### src/rtl/fpu_interco_pkg.sv
// Shared types and defaults for the core<->FPU interconnect slice.
// Default widths match the cluster FPU configuration.
package fpu_interco_pkg;
  localparam int NB_CORES_DEF        = 4;
  localparam int DATA_WIDTH_DEF      = 32;
  localparam int NB_ARGS_DEF         = 3;
  localparam int OPCODE_WIDTH_DEF    = 6;
  localparam int DSFLAGS_CPU_DEF     = 15;
  localparam int USFLAGS_CPU_DEF     = 5;
  localparam int MAX_OUTSTANDING_DEF = 4;

  localparam int CORE_ID_W = $clog2(NB_CORES_DEF);
  typedef logic [CORE_ID_W-1:0] core_id_t;

  // Responses with no owner are always accepted so the FPU never stalls on them.
  localparam logic ORPHAN_DRAIN_RREADY = 1'b1;
endpackage

### src/rtl/fpu_id_fifo.sv
// In-order FIFO of granted core IDs; the head names the owner of the next FPU response.
// Synchronous active-high reset; push is accepted when full only together with a pop.
module fpu_id_fifo
  import fpu_interco_pkg::*;
#(
  parameter int DEPTH = MAX_OUTSTANDING_DEF,
  parameter int ID_W  = CORE_ID_W
) (
  input  logic            clk,
  input  logic            rst,
  input  logic            push,
  input  logic            pop,
  input  logic [ID_W-1:0] push_id,
  output logic [ID_W-1:0] head_id,
  output logic            full,
  output logic            empty
);
  localparam int PTR_W = (DEPTH > 1) ? $clog2(DEPTH) : 1;
  localparam int CNT_W = $clog2(DEPTH + 1);

  logic [ID_W-1:0]  mem_r [DEPTH];
  logic [PTR_W-1:0] wr_ptr_r;
  logic [PTR_W-1:0] rd_ptr_r;
  logic [CNT_W-1:0] count_r;
  logic             push_ok_s;
  logic             pop_ok_s;

  function automatic logic [PTR_W-1:0] ptr_inc(input logic [PTR_W-1:0] ptr);
    return (ptr == PTR_W'(DEPTH - 1)) ? '0 : ptr + PTR_W'(1);
  endfunction

  assign full      = (count_r == CNT_W'(DEPTH));
  assign empty     = (count_r == '0);
  assign pop_ok_s  = pop & ~empty;
  assign push_ok_s = push & (~full | pop_ok_s);
  assign head_id   = mem_r[rd_ptr_r];

  // ID storage, written at the tail on every accepted push.
  always_ff @(posedge clk) begin
    if (push_ok_s) begin
      mem_r[wr_ptr_r] <= push_id;
    end
  end

  // Pointers and occupancy.
  always_ff @(posedge clk) begin
    if (rst) begin
      wr_ptr_r <= '0;
      rd_ptr_r <= '0;
      count_r  <= '0;
    end else begin
      if (push_ok_s) wr_ptr_r <= ptr_inc(wr_ptr_r);
      if (pop_ok_s)  rd_ptr_r <= ptr_inc(rd_ptr_r);
      case ({push_ok_s, pop_ok_s})
        2'b10:   count_r <= count_r + CNT_W'(1);
        2'b01:   count_r <= count_r - CNT_W'(1);
        default: count_r <= count_r;
      endcase
    end
  end
endmodule

### src/rtl/fpu_share_arbiter.sv
// Merges NB_CORES core request ports onto one shared FPU: round-robin grant,
// in-order response routing via an ID FIFO. Optional FPU_SHARE_ARB_PERF_EN adds stall counters.
module fpu_share_arbiter
  import fpu_interco_pkg::*;
#(
  parameter int NB_CORES        = NB_CORES_DEF,
  parameter int DATA_WIDTH      = DATA_WIDTH_DEF,
  parameter int NB_ARGS         = NB_ARGS_DEF,
  parameter int OPCODE_WIDTH    = OPCODE_WIDTH_DEF,
  parameter int DSFLAGS_CPU     = DSFLAGS_CPU_DEF,
  parameter int USFLAGS_CPU     = USFLAGS_CPU_DEF,
  parameter int MAX_OUTSTANDING = MAX_OUTSTANDING_DEF
) (
  input  logic                                   clk,
  input  logic                                   rst,
  input  logic [NB_CORES-1:0]                    core_req_i,
  output logic [NB_CORES-1:0]                    core_gnt_o,
  input  logic [NB_CORES*NB_ARGS*DATA_WIDTH-1:0] core_operands_i,
  input  logic [NB_CORES*OPCODE_WIDTH-1:0]       core_op_i,
  input  logic [NB_CORES*DSFLAGS_CPU-1:0]        core_flags_i,
  input  logic [NB_CORES-1:0]                    core_rready_i,
  output logic [NB_CORES-1:0]                    core_rvalid_o,
  output logic [DATA_WIDTH-1:0]                  core_rdata_o,
  output logic [USFLAGS_CPU-1:0]                 core_rflags_o,
  output logic                                   fpu_req_o,
  input  logic                                   fpu_gnt_i,
  output logic [NB_ARGS*DATA_WIDTH-1:0]          fpu_operands_o,
  output logic [OPCODE_WIDTH-1:0]                fpu_op_o,
  output logic [DSFLAGS_CPU-1:0]                 fpu_flags_o,
  output logic                                   fpu_rready_o,
  input  logic                                   fpu_rvalid_i,
  input  logic [DATA_WIDTH-1:0]                  fpu_rdata_i,
  input  logic [USFLAGS_CPU-1:0]                 fpu_rflags_i,
  output logic                                   err_orphan_o
`ifdef FPU_SHARE_ARB_PERF_EN
  ,
  output logic [NB_CORES*32-1:0]                 perf_stall_o
`endif
);
  localparam int ID_W  = $clog2(NB_CORES);
  localparam int OPS_W = NB_ARGS * DATA_WIDTH;

  logic [ID_W-1:0] rr_ptr_r;
  logic [ID_W-1:0] winner_s;
  logic [ID_W-1:0] cand_s;
  logic [ID_W-1:0] head_s;
  logic            any_req_s;
  logic            req_s;
  logic            push_s;
  logic            pop_s;
  logic            rready_s;
  logic            full_s;
  logic            empty_s;
  logic            err_orphan_r;

  function automatic logic [ID_W-1:0] next_id(input logic [ID_W-1:0] id);
    return (id == ID_W'(NB_CORES - 1)) ? '0 : id + ID_W'(1);
  endfunction

  // Round-robin pick: first requester at or after rr_ptr, wrapping at NB_CORES.
  always_comb begin
    winner_s  = rr_ptr_r;
    any_req_s = 1'b0;
    cand_s    = rr_ptr_r;
    for (int k = 0; k < NB_CORES; k++) begin
      if (!any_req_s && core_req_i[cand_s]) begin
        any_req_s = 1'b1;
        winner_s  = cand_s;
      end else begin
        any_req_s = any_req_s;
      end
      cand_s = next_id(cand_s);
    end
  end

  // A full ID FIFO holds off new grants so every accepted op has a slot.
  assign req_s  = ~rst & any_req_s & ~full_s;
  assign push_s = req_s & fpu_gnt_i;

  // Grant fan-out to the winning core only.
  always_comb begin
    core_gnt_o = '0;
    if (req_s) begin
      core_gnt_o[winner_s] = fpu_gnt_i;
    end else begin
      core_gnt_o = '0;
    end
  end

  assign fpu_req_o      = req_s;
  assign fpu_operands_o = core_operands_i[int'(winner_s)*OPS_W +: OPS_W];
  assign fpu_op_o       = core_op_i[int'(winner_s)*OPCODE_WIDTH +: OPCODE_WIDTH];
  assign fpu_flags_o    = core_flags_i[int'(winner_s)*DSFLAGS_CPU +: DSFLAGS_CPU];

  // Response routing by FIFO head; with no owner the response is drained.
  always_comb begin
    core_rvalid_o = '0;
    if (!rst && !empty_s) begin
      core_rvalid_o[head_s] = fpu_rvalid_i;
      rready_s              = core_rready_i[head_s];
    end else begin
      rready_s = ORPHAN_DRAIN_RREADY;
    end
  end

  assign pop_s         = fpu_rvalid_i & rready_s & ~empty_s;
  assign fpu_rready_o  = rready_s;
  assign core_rdata_o  = fpu_rdata_i;
  assign core_rflags_o = fpu_rflags_i;
  assign err_orphan_o  = err_orphan_r;

  fpu_id_fifo #(
    .DEPTH (MAX_OUTSTANDING),
    .ID_W  (ID_W)
  ) u_id_fifo (
    .clk     (clk),
    .rst     (rst),
    .push    (push_s),
    .pop     (pop_s),
    .push_id (winner_s),
    .head_id (head_s),
    .full    (full_s),
    .empty   (empty_s)
  );

  // Round-robin pointer moves past the winner only on an accepted grant.
  always_ff @(posedge clk) begin
    if (rst) begin
      rr_ptr_r <= '0;
    end else if (push_s) begin
      rr_ptr_r <= next_id(winner_s);
    end else begin
      rr_ptr_r <= rr_ptr_r;
    end
  end

  // Sticky orphan-response flag.
  always_ff @(posedge clk) begin
    if (rst) begin
      err_orphan_r <= 1'b0;
    end else if (fpu_rvalid_i && empty_s) begin
      err_orphan_r <= 1'b1;
    end else begin
      err_orphan_r <= err_orphan_r;
    end
  end

`ifdef FPU_SHARE_ARB_PERF_EN
  for (genvar i = 0; i < NB_CORES; i++) begin : g_perf
    logic [31:0] stall_cnt_r;

    // Saturating count of cycles this core requested without a grant.
    always_ff @(posedge clk) begin
      if (rst) begin
        stall_cnt_r <= 32'd0;
      end else if (core_req_i[i] && !core_gnt_o[i] && (stall_cnt_r != 32'hFFFF_FFFF)) begin
        stall_cnt_r <= stall_cnt_r + 32'd1;
      end else begin
        stall_cnt_r <= stall_cnt_r;
      end
    end

    assign perf_stall_o[i*32 +: 32] = stall_cnt_r;
  end
`endif
endmodule

### config.mk
export PLATFORM = sky130hd
export DESIGN_NAME = fpu_share_arbiter
export DESIGN_NICKNAME = d
export VERILOG_FILES = /design/src/rtl/fpu_interco_pkg.sv /design/src/rtl/fpu_id_fifo.sv /design/src/rtl/fpu_share_arbiter.sv
export SDC_FILE = /design/constraint.sdc
export NUM_CORES = 1
export LEC_CHECK = 0
export ABC_AREA = 1
export BUFFER_PORTS_ARGS = -buffer_cell sky130_fd_sc_hd__buf_2
export CAP_MARGIN = 20
export CORE_AREA = 2 2 268 270
export DETAILED_ROUTE_END_ITERATION = 10
export DIE_AREA = 0 0 270 272
export GPL_TIMING_DRIVEN = 0
export PLACE_DENSITY = 0.42
export SETUP_SLACK_MARGIN = 0.02
export SYNTH_ARGS = -nofsm -noshare
export SYNTH_HDL_FRONTEND = slang
export SYNTH_SLANG_ARGS = --single-unit
### constraint.sdc
create_clock -name clk -period 3.72 [get_ports clk]
set_input_delay 0 -clock clk [delete_from_list [all_inputs] [get_ports clk]]
set_output_delay 0 -clock clk [all_outputs]
set_load 0.005 [all_outputs]
==> qor.txt <==
relative slew slack -> 56.9%
I/O Buffers -> 644
total track usage -> 13.4%
final setup fails -> 0
hold crit path type -> in -> reg
largest family of logic cells by synthesized area -> simple AND/OR/NAND/NOR gates
Seq cells post-synth -> 20
GPL Wtd Cong -> 0.898
wirelength, routed -> 52.5 mm
Final WS setup -> 269 ps
multiplexer area fraction after synthesis -> 0%
status -> complete, no violations
Ys Warns -> 0
Required @ worst endpoint -> 3720 ps
clock-pin slew on the worst setup and hold paths -> 60 ps
Rows -> 98
Post-Syn Area -> 7640 um2
distinct cell type count after synthesis -> 29
routed len/inst -> 16.2 um
CTS tree -> yes
Leak -> 8.26 nW
Die X -> 270 um
commonest non-fill, non-tap cell in the layout -> buf_2
XOR/XNOR Fraction of Synth Area -> 0%
Worst R2R End -> u_id_fifo.count_r[2]
hold path endpoint -> err_orphan_o
most frequent cells in the layout -> buf_2 (687), inv_1 (495), nand3_1 (484), nand2_1 (401), buf_4 (58)
Worst R2R Path Depth -> 17
GRT Residual Overflow -> 0
crit path max fanout -> 10
hold depth -> 3
Final Hold Vio Count -> 0
CTS max path bufs -> 2
crit start category -> flip-flop
Adder-Cell Fraction of Synth Area -> 2.06%
Pre-antenna DRT Iters -> 6
MaxCap Viol Count -> 0
first-pass GRT wire length -> 73.5 mm
pwr dens -> 764 nW/um2
setup tns final -> 0 ps
Skew-Pair Late Insertion Delay -> 250 ps
CP Class -> reg -> out
synth top area cells -> nand3_1 (32%), inv_1 (24%), nand2_1 (20%)
min Tclk post-route -> 3450 ps
RSZ-0062 raised after global routing -> false
peak supply drop -> 0.000282 V
Hold Path Origin -> fpu_rvalid_i
Compound-Gate Fraction of Synth Area -> 1.69%
area grow syn2layout -> 60.6%
vias per cell -> 3.69
CTS buffer count -> 3
DRC -> 0
die area -> 73400 um2
Synth Area per Inst -> 4.70 um2
Max Clock Skew -> 1.46 ps
Post-DP HPWL -> 44.4 mm
initial core utilization -> 10.8%
reg2reg start -> rr_ptr_r[0]
clk sinks -> 20
pin count of the biggest net entering global routing -> 16
H-tree levels -> 1
simple-gate share of the synthesized area -> 54.6%
root buffer cell -> clkbuf_16
drt initial violations -> 613
share of cells above drive strength 1 -> 34.8%
period utilization -> 92.8%
Crit. End Element -> output port
Seq/Total Area, Yosys -> 6.29%
Core Box Area -> 70800 um2
area fraction of the dominant cell type after synthesis -> 31.8%
Yosys top cell by area -> nand3_1
actual slew at the worst max-slew pin -> 646 ps
initial antenna violation count -> 8
I/O pin total -> 682
Pins Over Slew Limit -> 0
nets@finish -> 2806
die height -> 272 um
Mapped Cells -> 1624
CP arrival -> 3450 ps
post-route ant nets -> 0
syn_nets -> 2153
r2r setup slk -> 440 ps
worst slack, placed -> -123 ps
total number of vias -> 11921
fmax -> 290 MHz
vias in the first global route -> 11546
[logic make-up (layout without fill, tap and decap cells)]
family                   after synthesis  in the layout
AO/OA/AOI/OAI                         23             23
adder cells (fa/ha/maj)               12             12
other                                  0              3
AND/OR/NAND/NOR                      928            928
buffers and inverters                641           1293
flip-flops                            20             20
[area by class of cell]
class | instances | area [um2]
tap | 950 | 1190
multi-input combinational | 963 | 4460
inverter | 501 | 1880
clock inverter | 1 | 30.0
fill | 8607 | 58500
clock buffer | 3 | 75.1
sequential | 20 | 480
antenna | 3 | 7.51
timing repair buffer | 648 | 3280
buffer | 140 | 860
[worst max-delay path by stage]
stage	start	endpoint	slack (ps)	cells past startpoint
2_1_floorplan	rr_ptr_r[0]	u_id_fifo.count_r[2]	750	17
3_3_place_gp	rr_ptr_r[0]	fpu_flags_o[6]	-150	15
3_5_place_dp	rr_ptr_r[0]	fpu_flags_o[6]	-120	15
4_1_cts	rr_ptr_r[0]	fpu_operands_o[68]	50	15
5_1_grt	rr_ptr_r[0]	fpu_operands_o[63]	20	16
6_report	rr_ptr_r[0]	fpu_operands_o[63]	270	16
[worst max-delay path, stage by stage (launching register included)]
cell and delay, ps:
dfxtp_1 490, ha_1 280, buf_2 180, inv_1 170
nand2_1 90, nand2_2 90, nor2_1 60, nor2_2 110
nand3_2 130, nor2_2 180, inv_2 50, nand2_2 330
buf_4 300, buf_4 240, nand3_1 230, nand2_1 140
buf_2 110
[sequential cells by signal, summed over array words and instances, names as in the netlist, named ones only]
register	cells
err_orphan_o	1
u_id_fifo.rd_ptr_r	2
rr_ptr_r	2
u_id_fifo.wr_ptr_r	2
u_id_fifo.count_r	3
u_id_fifo.mem_r	8
[repair_timing]
item | 4_1_cts | 5_1_grt
hold buffers | 1 | 0
endpoints found under the hold margin | 1 | 0
setup buffers | 3 | 0
resized for setup | 9 | 22
gates cloned | 0 | 0
setup endpoints to repair | 21 | 17
pin swaps | 1 | 0
[stage by stage]
step / hold slack (ps) / power, W / utilization (%) / instance area, um2 / instances
2_1_floorplan: 69.1 / 0.00493 / - / 7640 / 1624
3_3_place_gp: 166 / 0.00924 / 17.0 / 12000 / 3218
3_5_place_dp: 166 / 0.00919 / 17.0 / 12000 / 3218
4_1_cts: 29.2 / 0.00962 / 17.3 / 12200 / 3226
5_1_grt: 52.7 / 0.0104 / 17.3 / 12300 / 3227
6_report: 37.8 / 0.00937 / 17.3 / 12300 / 3229
[power by group]
part / switching [W] / total (W) / leakage [nW] / internal (W)
Clock: 0.0000805 / 0.000294 / 0.0511 / 0.000213
Sequential: 0.0000404 / 0.000341 / 0.173 / 0.000301
Combinational: 0.00568 / 0.00874 / 8.04 / 0.00306
Total: 0.00580 / 0.00937 / 8.26 / 0.00357
[layer usage]
layer	track usage (%)	vias to the layer above	routed length (um)
met1	15.9	5190	21400
li1	-	6089	-
met2	24.2	568	25600
met3	2.14	70	3370
met4	4.82	4	2110
met5	0	-	23
[Yosys cell counts]
cell type  number
nor3_1          3
buf_2          49
o22ai_1         1
nand4_1         2
nand2_4         2
o21ai_0         8
nor2_4          2
a31oi_1         1
nand2_1       402
nand3_1       485
fa_1            1
a21oi_1        11
edfxtp_1        8
nor2_2          2
buf_4          58
nand2_2         4
nand3_2         3
dfxtp_1        12
nand3b_1        1
inv_1         495
o21ai_1         1
inv_2           6
a21oi_4         1
or2_2           1
ha_1           11
buf_6           2
buf_1          11
clkbuf_1       20
nor2_1         21
Power figures use the tool's default switching activity.
